--- src/rtl/btn_pkg.sv ---
// Shared definitions for the push-button front end: lane map and debounce FSM states.
package btn_pkg;

    localparam int NUM_BTN_C = 3;

    localparam int BTN_CLR   = 0;
    localparam int BTN_START = 1;
    localparam int BTN_STOP  = 2;

    typedef enum logic [1:0] {
        IDLE       = 2'd0,
        WAIT_PRESS = 2'd1,
        PRESSED    = 2'd2,
        WAIT_REL   = 2'd3
    } db_state_t;

endpackage : btn_pkg

--- src/rtl/debounce_lane.sv ---
// One button lane: two-flop synchroniser followed by a counting debounce FSM
// that emits a clean level plus single-cycle press/release pulses.
module debounce_lane
    import btn_pkg::*;
#(
    parameter int DB_CYCLES = 2_000_000
) (
    input  logic clk,
    input  logic rst,
    input  logic raw,
    output logic level,
    output logic press,
    output logic rel
);

    localparam int CNT_W = $clog2(DB_CYCLES);
    localparam logic [CNT_W-1:0] CNT_LAST = CNT_W'(DB_CYCLES - 1);

    logic             s1_q, s1_d;
    logic             s2_q, s2_d;
    db_state_t        state_q, state_d;
    logic [CNT_W-1:0] cnt_q, cnt_d;
    logic             level_q, level_d;
    logic             press_q, press_d;
    logic             rel_q, rel_d;

    always_ff @(posedge clk or negedge rst) begin
        if (!rst) begin
            s1_q    <= 1'b0;
            s2_q    <= 1'b0;
            state_q <= IDLE;
            cnt_q   <= '0;
            level_q <= 1'b0;
            press_q <= 1'b0;
            rel_q   <= 1'b0;
        end else begin
            s1_q    <= s1_d;
            s2_q    <= s2_d;
            state_q <= state_d;
            cnt_q   <= cnt_d;
            level_q <= level_d;
            press_q <= press_d;
            rel_q   <= rel_d;
        end
    end

    // Only s2 is allowed to steer the FSM; s1 may still be metastable.
    always_comb begin
        s1_d    = raw;
        s2_d    = s1_q;
        state_d = state_q;
        cnt_d   = cnt_q;
        level_d = level_q;
        press_d = 1'b0;
        rel_d   = 1'b0;

        case (state_q)
            IDLE: begin
                if (s2_q) begin
                    state_d = WAIT_PRESS;
                    cnt_d   = '0;
                end
            end
            WAIT_PRESS: begin
                if (!s2_q) begin
                    state_d = IDLE;
                end else if (cnt_q == CNT_LAST) begin
                    state_d = PRESSED;
                    level_d = 1'b1;
                    press_d = 1'b1;
                end else begin
                    cnt_d = cnt_q + CNT_W'(1);
                end
            end
            PRESSED: begin
                if (!s2_q) begin
                    state_d = WAIT_REL;
                    cnt_d   = '0;
                end
            end
            WAIT_REL: begin
                if (s2_q) begin
                    state_d = PRESSED;
                end else if (cnt_q == CNT_LAST) begin
                    state_d = IDLE;
                    level_d = 1'b0;
                    rel_d   = 1'b1;
                end else begin
                    cnt_d = cnt_q + CNT_W'(1);
                end
            end
            default: begin
                state_d = IDLE;
            end
        endcase
    end

    assign level = level_q;
    assign press = press_q;
    assign rel   = rel_q;

endmodule : debounce_lane

--- src/rtl/btn_conditioner.sv ---
// Reaction-game button front end: one independent debounce lane per button.
module btn_conditioner
    import btn_pkg::*;
#(
    parameter int NUM_BTN   = NUM_BTN_C,
    parameter int DB_CYCLES = 2_000_000
) (
    input  logic               clk,
    input  logic               rst,
    input  logic [NUM_BTN-1:0] btn_raw,
    output logic [NUM_BTN-1:0] btn_level,
    output logic [NUM_BTN-1:0] btn_press,
    output logic [NUM_BTN-1:0] btn_rel
);

    generate
        for (genvar gi = 0; gi < NUM_BTN; gi++) begin : g_lane
            debounce_lane #(
                .DB_CYCLES(DB_CYCLES)
            ) u_lane (
                .clk  (clk),
                .rst  (rst),
                .raw  (btn_raw[gi]),
                .level(btn_level[gi]),
                .press(btn_press[gi]),
                .rel  (btn_rel[gi])
            );
        end
    endgenerate

endmodule : btn_conditioner
--- config.mk ---
export PLATFORM = sky130hd
export DESIGN_NAME = btn_conditioner
export DESIGN_NICKNAME = d
export VERILOG_FILES = /design/src/rtl/btn_pkg.sv /design/src/rtl/debounce_lane.sv /design/src/rtl/btn_conditioner.sv
export SDC_FILE = /design/constraint.sdc
export NUM_CORES = 1
export LEC_CHECK = 0
export BUFFER_PORTS_ARGS = -buffer_cell sky130_fd_sc_hd__buf_2
export CORE_MARGIN = 8
export CORE_UTILIZATION = 61
export CTS_BUF_LIST = sky130_fd_sc_hd__clkbuf_4
export DETAILED_ROUTE_END_ITERATION = 8
export PLACE_DENSITY = 0.86
export SYNTH_ARGS = -nofsm -noshare
export SYNTH_HDL_FRONTEND = slang
export SYNTH_SLANG_ARGS = --single-unit
--- constraint.sdc ---
create_clock -name clk -period 4 [get_ports clk]
set_clock_uncertainty 0.2 [all_clocks]
set_input_delay 0.2 -clock clk [delete_from_list [all_inputs] [get_ports clk]]
set_output_delay 0.2 -clock clk [all_outputs]
set_load 0.02 [all_outputs]
# ---- After elaboration in Yosys (flattened, before gate mapping)
# Cells that the tools add are included.
dict set report word_totals {
  regBits 84
  input_bits 5
  output_inout_bits 9
  elab_cells 144
}
dict set report op_classes {
  addsub 3
  n_eq_ne 36
  muxes 69
  n_reduce_logical 15
}
# operator count
set ops {}
lappend ops {{$mux W21} 15}
lappend ops {{$pmux W21 S4} 3}
lappend ops {{$add A21 B1 Y21 const B} 3}
lappend ops {{$eq A21 B21 Y1 const B} 3}
lappend ops {{$mux W2} 18}
lappend ops {{$mux W1} 27}
lappend ops {{$ne A2 B1 Y1 const B} 12}
lappend ops {{$pmux W2 S4} 3}
lappend ops {{$reduce_and A4 Y1} 6}
lappend ops {{$reduce_and A5 Y1} 3}
lappend ops {{$eq A2 B2 Y1 const B} 6}
lappend ops {{$ne A2 B2 Y1 const B} 6}
lappend ops {{$ne A3 B1 Y1 const B} 3}
lappend ops {{$ne A3 B3 Y1 const B} 3}
lappend ops {{$eq A2 B1 Y1 const B} 3}
lappend ops {{$logic_not A2 Y1} 3}
lappend ops {{$pmux W1 S2} 3}
lappend ops {{$reduce_bool A2 Y1} 3}

# ---- Depth between registers and ports, before layout
# Gate-level depths: netlist of the first run.
dict set report logic_depth {
  word_depth 4
  ltp_mapped 9
  depth_no_buf 8
}

# ---- Hierarchy
# A second synthesis of the first run with hierarchy kept.
dict set report unflattened {
  hier_cells 510
  area_unflattened_um2 4628.2
}
# module n_inst cells_per_inst area_per_inst_um2 seq_area_each_um2
set modules_own_cells {}
lappend modules_own_cells {{debounce_lane at g_lane[0].u_lane ...} 2 172 1559.0 700.7}
lappend modules_own_cells {{debounce_lane at g_lane[2].u_lane} 1 166 1510.2 700.7}

# ---- Worst setup path after synthesis of the first run
# No wires, ideal clock.
dict set report synth_timing {
  kind {register to register}
  start {reg g_lane[2].u_lane.cnt_q[14]}
  end {reg g_lane[2].u_lane.cnt_q[5]}
  setup_ns 0.121
  arrival_time_ns 1.921
  t_required_ns 3.679
  slack_ns 1.758
  stages_incl_launch_ff 6
  n_path_buf 0
  period_less_slack_ns 2.242
  cell_sequence {dfrtp_1 or4_4 nor4_4 a211oi_1 mux2_1 a22o_1}
}
dict set report synth_via {
  elab_chain_cells 4
  word_cells_on_any_way 5
  classes_between {eq/ne (1); mux (4)}
}
# item line_no
set synth_lines {}
lappend synth_lines {{start, declared} debounce_lane.sv:22} ;# logic [CNT_W-1:0] cnt_q, cnt_d;
lappend synth_lines {{start signal, assigned} debounce_lane.sv:40} ;# cnt_q <= cnt_d;
lappend synth_lines {{$eq A21 B21 Y1 (*)} {debounce_lane.sv:67, debounce_lane.sv:84}}
lappend synth_lines {{$mux W21 (*)} --}
lappend synth_lines {{$mux W21, on equally long branches} --}
lappend synth_lines {{$pmux W21 S4 (*)} --}
# Every way passes the cells marked *; elsewhere a longest branch is shown, timed or not. The select of a mux whose other input is x is not followed.
# A chain may end at the register's enable or synchronous reset.

# ---- Worst setup path in the final report of the first run
dict set report layout_timing {
  start {reg g_lane[2].u_lane.cnt_q[0]}
  end {reg g_lane[2].u_lane.cnt_q[3]}
}
dict set report layout_via {
  elab_chain_cells 4
  word_cells_on_any_way 6
  classes_between {add/sub (1); eq/ne (1); mux (4)}
}
# item line_no
set layout_lines {}
lappend layout_lines {{$add A21 B1 Y21 / $eq A21 B21 Y1 (equally long branches)} --}
lappend layout_lines {{$mux W21 (*)} {debounce_lane.sv:67, debounce_lane.sv:84}}
lappend layout_lines {{$mux W21, on equally long branches} {debounce_lane.sv:82, debounce_lane.sv:65}}
lappend layout_lines {{$pmux W21 S4 (*)} debounce_lane.sv:57} ;# case (state_q)
# Marks and branches as above.

==> results by group, run 1 <==
Clocking
  – Number of buffers inserted by post-CTS setup repair: 0
  – CTS Buf Count: 9
  – Insertion delay to the later sink of the worst-skew pair: about 0.43 ns
  – CTS clock-pin slew for the worst setup and hold paths: approximately 0.12 ns
  – Max clock buf depth: 2
  – Number of levels in the clock H-tree: 3
  – TritonCTS sink count: 84
  – Root buffer cell: sky130_fd_sc_hd__clkbuf_4
  – CTS tree: done

Global route
  – Number of global-route vias before repair: ~3,500
  – Remaining Overflow, GRT: 0
  – Maximum number of pins on one net before global-route repair: 85
  – Global router's overall resource usage: a little under a fifth
  – Antenna violations before repair: 0
  – First-pass GRT wire length: around 15,000 um

Setup path
  – Reg2Reg Launch Point: g_lane[2].u_lane.cnt_q[0]$_DFFE_PN0P_
  – Worst stage delay on the critical path: 0.85 ns
  – Standard cell with the maximum stage delay on the critical path: sky130_fd_sc_hd__a21boi_2
  – Largest fanout on the critical path: 25
  – Arrival time of the worst setup path: approximately 2.9 ns
  – Worst path bufs/invs: 0
  – Worst EP required: approximately 4.1 ns
  – Reg2Reg Depth: 6
  – Beginning of the critical path: g_lane[2].u_lane.cnt_q[0]$_DFFE_PN0P_
  – Sort of element at the end of the critical path: flip-flop
  – Classification of the worst setup path: flip-flop to flip-flop
  – Capturing element of the worst setup path: g_lane[2].u_lane.cnt_q[3]$_DFFE_PN0P_
  – Reg2Reg Capture Point: g_lane[2].u_lane.cnt_q[3]$_DFFE_PN0P_
  – Critical Path Stages: 6
  – Internal reg-to-reg setup slack: between 1 and 1.5 ns
  – Top cell family by delay on the critical path: compound AO/OA/AOI/OAI gates
  – Worst Setup Start Kind: flip-flop
  – Critical Path, Cell by Cell: ha_1 -> and3_1 -> and4b_1 -> a21boi_2 -> a41oi_1 -> a31oi_1

STA
  – Hold Violations, Final: 0
  – Count of endpoints failing setup in the final report: 0
  – Tmin final: around 2.8 ns
  – Peak Freq: ~0.36 GHz
  – Number of pins exceeding their max-slew limit in the final report: 0
  – Setup TNS: 0 ns
  – Worst hold margin: between 0.15 and 0.2 ns
  – Ratio of final minimum period to clock period: about 69%
  – Worst slew margin relative to its limit: 30.2%
  – Actual transition at the worst max-transition pin: 1.04 ns
  – Unrepaired setup endpoints after global routing: false

Cells and area
  – Fraction of final layout cells sized beyond drive strength 1: between 8 and 9%
  – Antenna diode count: 0
  – Layout-stage area growth over the synthesis result: 4.21%
  – # nets final: just under 500
  – Final core utilization: between 60% and 70%
  – Post-route non-filler standard cell count: 580

Logic synthesis
  – Post-synth net total: just under 500
  – Flop and latch count out of synthesis: 84
  – Syn Inst Count: just under 500
  – Netlist Area Pre-Place: between 4000 and 5000 um2
  – Number of synthesized flops with an enable pin: 0
  – Main synth FF type: sky130_fd_sc_hd__dfrtp_1
  – Ys async rst share: 100%
  – Average instance area after synthesis: around 9.4 um2
  – Part of the Yosys area used for sequential elements: 46.3%
  – Top cells by area in the synthesized netlist: sky130_fd_sc_hd__dfrtp_1 (46%), sky130_fd_sc_hd__nand2_1 (4.5%), sky130_fd_sc_hd__mux2i_1 (4.0%), sky130_fd_sc_hd__nor2_1 (3.5%), sky130_fd_sc_hd__nand3_1 (3.3%)
  – Synth unique cells: 61
  – Synth warnings: 0
  – Yosys top cell by area: sky130_fd_sc_hd__dfrtp_1
  – Proportion of netlist area held by the largest area contributor: a little under half

Routing
  – Routed via count: 3,538
  – Residual DRC: 0
  – Routed metal-1 wire length: ~4000 um
  – Routed met2 length: ~4400 um
  – Average via count per standard cell: ~6
  – Sum of routed wire length over all layers: a little under 9000 um
  – Uppermost metal layer occupied by signal nets: met4
  – DRT Pass-1 Iters: 4
  – Antenna violation net count after detailed routing: 0
  – DR WL met3: ~380 um
  – Number of DRC violations after detailed-routing iteration 0: roughly 180
  – DR WL/cell: 15.1 um

Placement
  – Buffers added on ports: 13
  – DP HPWL: between 5000 and 6000 um
  – Number of placed instances with taps included: roughly 560
  – Weighted congestion at the end of routability-driven global placement: about 0.86

Floorplanning
  – Die W: 102 um
  – Area inside the core boundary: approximately 7300 um2
  – IO Count: 14
  – Starting utilization of the core area: about 63%
  – Total number of placement rows: 31
  – Die Y: ~100 um
  – Die area: 10,500 um2

Pwr
  – Static leakage: between 2 and 2.5 nW
  – Largest voltage drop on the vdd net: between 0.15 and 0.2 mV
  – P per Cell Area: between 300 and 400 nW/um2

Status
  – Outcome: complete, no violations

Flow run
  – Max cap viols: 0

Min path
  – Type of the most critical hold path: flip-flop to flip-flop
[cells in the mapped netlist, types with 11 or more instances]
library cell                n
sky130_fd_sc_hd__nor3_1    11
sky130_fd_sc_hd__nand3_1   30
sky130_fd_sc_hd__nand2_1   55
sky130_fd_sc_hd__nor2_1    42
sky130_fd_sc_hd__clkbuf_1  22
sky130_fd_sc_hd__nand4_1   14
sky130_fd_sc_hd__mux2i_1   18
sky130_fd_sc_hd__dfrtp_1   84
sky130_fd_sc_hd__o21ai_0   29
sky130_fd_sc_hd__and3_1    12
sky130_fd_sc_hd__inv_1     11
sky130_fd_sc_hd__a31oi_1   16
[flip-flops by register name, summed over array words and instances (netlist names), named ones only]
| register | count |
|---|---|
| g_lane.u_lane.press | 3 |
| g_lane.u_lane.level | 3 |
| g_lane.u_lane.s2_q | 3 |
| g_lane.u_lane.rel | 3 |
| g_lane.u_lane.cnt_q | 63 |
| g_lane.u_lane.s1_q | 3 |
| g_lane.u_lane.state_q | 3 |
[stage by stage]
| stage | power [mW] | setup WS (ns) | area (um2) |
|---|---|---|---|
| 3_3_place_gp | 1.03 | 1.38 | 4570 |
| 4_1_cts | 1.51 | 1.26 | 4740 |
| 5_1_grt | 1.58 | 1.02 | 4740 |
| 2_1_floorplan | 1.00 | 1.76 | 4540 |
| 3_5_place_dp | 1.04 | 1.30 | 4570 |
| 6_report | 1.50 | 1.24 | 4740 |
[cell families (layout without fill, tap and decap cells)]
family	Yosys count	in the layout	share of synthesized area (%)
simple gates	217	217	25.5
xor+xnor	15	15	2.89
buf+inv	47	45	4.87
fa+ha+maj	3	3	0.826
mux	23	23	5.20
compound gates	94	94	14.4
flops	84	84	46.3
[power breakdown]
group	leakage (nW)	total, mW	switching, mW	internal, mW
clock	0.0659	0.469	0.278	0.191
combinational	0.906	0.104	0.0653	0.0382
sequential	1.14	0.927	0.0475	0.879
total	2.12	1.50	0.390	1.11
[cell type report]
cell class	instances	area, um2
Tap cell	99	124
Fill cell	561	2520
Clock buffer	10	75.1
Sequential cell	84	2100
Multi-Input combinational cell	352	2220
Inverter	12	45.0
Timing Repair Buffer	18	115
Clock inverter	5	53.8
[worst reg2reg max path, delay by kind of cell, from the launching register on]
kind,cells,cell delay [ns]
adders and majority gates,1,0.27
and+or+nand+nor,2,0.48
AOI/OAI and AO/OA,3,1.28
DFF,1,0.45
[metal layers]
metal,global-route usage [%],vias up
li1,-,1735
met1,21.7,1721
met2,30.2,72
met3,5.72,10
met4,6.66,0
met5,0,-
[what timing repair did]
item                                   4_1_cts  5_1_grt
endpoints found under the hold margin       87        0
hold buffers                                 4        0
resized for setup                            0        0
[how the worst min path moves through the flow]
stage	startpoint	endpoint	cells past startpoint
3_3_place_gp	btn_raw[0]	g_lane[0].u_lane.s1_q$_DFF_PN0_	1
6_report	g_lane[1].u_lane.s1_q$_DFF_PN0_	g_lane[1].u_lane.s2_q$_DFF_PN0_	0
2_1_floorplan	rst	asynchronous set/reset pin	0
4_1_cts	g_lane[1].u_lane.s1_q$_DFF_PN0_	g_lane[1].u_lane.s2_q$_DFF_PN0_	0
5_1_grt	btn_raw[2]	g_lane[2].u_lane.s1_q$_DFF_PN0_	2
3_5_place_dp	btn_raw[1]	g_lane[1].u_lane.s1_q$_DFF_PN0_	1
[cells in the final DEF (no fill, tap or decap), types with 4 or more instances in the layout]
cell	instances
sky130_fd_sc_hd__a21oi_1	10
sky130_fd_sc_hd__a22o_1	8
sky130_fd_sc_hd__a31oi_1	16
sky130_fd_sc_hd__a41oi_1	5
sky130_fd_sc_hd__and2_1	4
sky130_fd_sc_hd__and3_1	12
sky130_fd_sc_hd__and4_1	7
sky130_fd_sc_hd__buf_2	12
sky130_fd_sc_hd__clkbuf_4	10
sky130_fd_sc_hd__dfrtp_1	84
sky130_fd_sc_hd__dlygate4sd3_1	4
sky130_fd_sc_hd__inv_1	11
sky130_fd_sc_hd__mux2i_1	18
sky130_fd_sc_hd__nand2_1	55
sky130_fd_sc_hd__nand2b_1	4
sky130_fd_sc_hd__nand3_1	30
sky130_fd_sc_hd__nand3b_1	5
sky130_fd_sc_hd__nand4_1	14
sky130_fd_sc_hd__nand4b_1	4
sky130_fd_sc_hd__nor2_1	42
sky130_fd_sc_hd__nor3_1	11
sky130_fd_sc_hd__nor3b_1	7
sky130_fd_sc_hd__nor4_1	4
sky130_fd_sc_hd__nor4b_1	4
sky130_fd_sc_hd__o21ai_0	29
sky130_fd_sc_hd__or3_1	5
sky130_fd_sc_hd__xnor2_1	8
sky130_fd_sc_hd__xor2_1	7
Power figures use the tool's default switching activity.
==> run 2, diff against run 1 <==
Settings changed: CORE_UTILIZATION 61 to 58.
Clock period 4 ns to 2.4 ns, I/O delays scaled along.
==> run 2 against run 1 <==
  * Fmax grew 17%
  * Clock-buffer cell count did not move
  * Flip-flop and latch count stayed put
  * Die area rose by 4.4%
  * Clock power grew 55%
  * Worst hold slack worse by 0.044 ns
==> results by group, run 2 (synthesized netlist as in run 1, its figures left out) <==
Setup path
  – Sort of element at the end of the critical path: flip-flop (unchanged)
  – Classification of the worst setup path: flip-flop to flip-flop (unchanged)
  – Largest fanout on the critical path: 6 (was 25)
  – Arrival time of the worst setup path: 2.48 ns (was 2.89 ns)
  – Worst EP required: 2.52 ns (was 4.14 ns)
  – Worst Setup Start Kind: flip-flop (unchanged)

Global route
  – First-pass GRT wire length: 16,400 um (was 15,400 um)
  – Global router's overall resource usage: 17.8% (was 18.2%)
  – Number of global-route vias before repair: 3,582 (was 3,493)
  – Maximum number of pins on one net before global-route repair: 27 (was 85)
  – Remaining Overflow, GRT: 0 (unchanged)
  – Antenna violations before repair: 0 (unchanged)

Pwr
  – Comb power frac: 8.6% (was 6.9%)
  – Largest voltage drop on the vdd net: 0.282 mV (was 0.165 mV)
  – Switching share of power: 28.1% (was 26.0%)
  – Static leakage: 2.28 nW (was 2.12 nW)
  – Power after layout: 2.47 mW (was 1.50 mW)
  – Power share of the clock group: 29.3% (was 31.3%)
  – Part of the total power dissipated in sequential elements: 62.1% (was 61.8%)
  – Internal portion of total power: 1.78 mW (was 1.11 mW)
  – P per Cell Area: 496 nW/um2 (was 317 nW/um2)
  – Reported net switching power: 0.695 mW (was 0.390 mW)

Cells and area
  – Fraction of final layout cells sized beyond drive strength 1: 14.1% (was 8.94%)
  – Footprint of the multi-input gates: 2230 um2 (was 2220 um2)
  – Sequential cell area in the final layout: 2100 um2 (unchanged)
  – Most frequent standard cell in the layout excluding fill and tap cells: sky130_fd_sc_hd__dfrtp_1 (unchanged)
  – Commonest cells after routing, fill and taps aside: sky130_fd_sc_hd__dfrtp_1 (84), sky130_fd_sc_hd__nand2_1 (55), sky130_fd_sc_hd__nor2_1 (42), sky130_fd_sc_hd__nand3_1 (30) (was sky130_fd_sc_hd__dfrtp_1 (84), sky130_fd_sc_hd__nand2_1 (55), sky130_fd_sc_hd__nor2_1 (42), sky130_fd_sc_hd__nand3_1 (30), sky130_fd_sc_hd__o21ai_0 (29))
  – Post-route non-filler standard cell count: 614 (was 580)
  – # nets final: 515 (was 485)
  – Post-route design area: 4990 um2 (was 4740 um2)
  – Final core utilization: 65.2% (was 65.3%)
  – Fill cells: 585 (was 561)
  – Reg with most FFs: g_lane.u_lane.cnt_q (unchanged)
  – Layout-stage area growth over the synthesis result: 9.75% (was 4.21%)
  – Antenna diode count: 0 (unchanged)
  – Max reg flops: 63 (unchanged)

Placement
  – Placement Setup Slack: 0.00686 ns (was 1.30 ns)
  – Buffers added on ports: 13 (unchanged)
  – DP HPWL: 6570 um (was 5960 um)
  – Weighted congestion at the end of routability-driven global placement: 0.857 (was 0.862)
  – Total placed instance area: 4760 um2 (was 4570 um2)
  – Number of placed instances with taps included: 589 (was 561)

Floorplanning
  – IO Count: 14 (unchanged)
  – Total number of placement rows: 32 (was 31)
  – Die area: 10,900 um2 (was 10,500 um2)
  – Area inside the core boundary: 7650 um2 (was 7250 um2)
  – Starting utilization of the core area: 59.4% (was 62.7%)
  – Die Y: 105 um (was 102 um)
  – Die W: 105 um (was 102 um)

STA
  – Worst hold margin: 0.120 ns (was 0.163 ns)
  – Setup TNS: 0 ns (unchanged)
  – Peak Freq: 0.424 GHz (was 0.363 GHz)
  – Worst setup margin: 0.0419 ns (was 1.24 ns)
  – Actual transition at the worst max-transition pin: 0.749 ns (was 1.04 ns)
  – Ratio of final minimum period to clock period: 98.3% (was 68.9%)
  – Worst slew margin relative to its limit: 49.9% (was 30.2%)
  – Unrepaired setup endpoints after global routing: true (was false)
  – Hold Violations, Final: 0 (unchanged)
  – Number of pins exceeding their max-slew limit in the final report: 0 (unchanged)
  – Tmin final: 2.36 ns (was 2.76 ns)
  – Count of endpoints failing setup in the final report: 0 (unchanged)

Clocking
  – CTS clock-pin slew for the worst setup and hold paths: 0.14 ns (was 0.12 ns)
  – Max clock buf depth: 2 (unchanged)
  – CTS tree: done (unchanged)
  – Root buffer cell: sky130_fd_sc_hd__clkbuf_4 (unchanged)
  – Number of levels in the clock H-tree: 3 (unchanged)
  – TritonCTS sink count: 84 (unchanged)
  – CTS Buf Count: 9 (unchanged)
  – Insertion delay to the later sink of the worst-skew pair: 0.43 ns (about the same)

Routing
  – DR WL/cell: 15.7 um (was 15.1 um)
  – Average via count per standard cell: 6.16 (was 6.10)
  – Number of DRC violations after detailed-routing iteration 0: 239 (was 175)
  – Routed via count: 3,780 (was 3,538)
  – Sum of routed wire length over all layers: 9660 um (was 8750 um)
  – DRT Pass-1 Iters: 5 (was 4)
  – Antenna violation net count after detailed routing: 0 (unchanged)
  – Residual DRC: 0 (unchanged)

Status
  – Outcome: complete, no violations (unchanged)

Flow run
  – Max cap viols: 0 (unchanged)

Min path
  – Type of the most critical hold path: primary input to flip-flop (was flip-flop to flip-flop)
## run 2: layer usage
layer	global-route usage [%]	share of wire [%]	vias to the layer above	wire length [um]
li1	-	-	1806	-
met1	22.1	44	1833	4220
met2	30.4	49	121	4780
met3	2.85	5.2	20	502
met4	6.83	1.7	0	169
met5	0	0	-	0
## run 2: what timing repair did
item,4_1_cts,5_1_grt
gates resized for setup,1,5
endpoints found under the setup margin,5,19
pin swaps,1,2
endpoints found under the hold margin,87,0
setup buffers,0,3
hold buffers,6,0
## run 2: path summary, 6_finish.rpt
kind	depth (start not counted)	startpoint	end	slack, ns
worst max-delay path	6	g_lane[2].u_lane.cnt_q[16]$_DFFE_PN0P_	flip-flop	0.04
worst min-delay path	2	btn_raw[1]	g_lane[1].u_lane.s1_q$_DFF_PN0_	0.12
worst max register to register	6	g_lane[2].u_lane.cnt_q[16]$_DFFE_PN0P_	flip-flop	0.04
worst min register to register	0	g_lane[0].u_lane.s1_q$_DFF_PN0_	g_lane[0].u_lane.s2_q$_DFF_PN0_	0.16
max in group asynchronous	4	rst	g_lane[1].u_lane.cnt_q[0]$_DFFE_PN0P_	0.44
min in group asynchronous	3	rst	g_lane[0].u_lane.cnt_q[12]$_DFFE_PN0P_	0.47
## run 2: critical path: stages (launching register included)
cell                      delay (ns)
sky130_fd_sc_hd__dfrtp_1        0.42
sky130_fd_sc_hd__or4_4          0.55
sky130_fd_sc_hd__nor4_4         0.31
sky130_fd_sc_hd__buf_4          0.21
sky130_fd_sc_hd__nand3_2        0.10
sky130_fd_sc_hd__buf_4          0.17
sky130_fd_sc_hd__mux2_1         0.30
## run 2: layout make-up
class	instances	share of cell area [%]
inverters	12	1.00
well taps	102	2.56
multi-input cells	352	44.8
repair buffers	48	7.23
clock buffers	10	1.51
flip-flops and latches	84	42.1
clock inverters	6	0.778
## run 2: power groups by stage
stage / clock [mW] / sequential, mW / combinational, mW
after detailed placement: 0 / 1.56 / 0.197
after floorplan: 0 / 1.54 / 0.125
after CTS: 0.735 / 1.53 / 0.207
after global routing: 0.797 / 1.55 / 0.244
final: 0.725 / 1.54 / 0.213
after global placement: 0 / 1.56 / 0.187
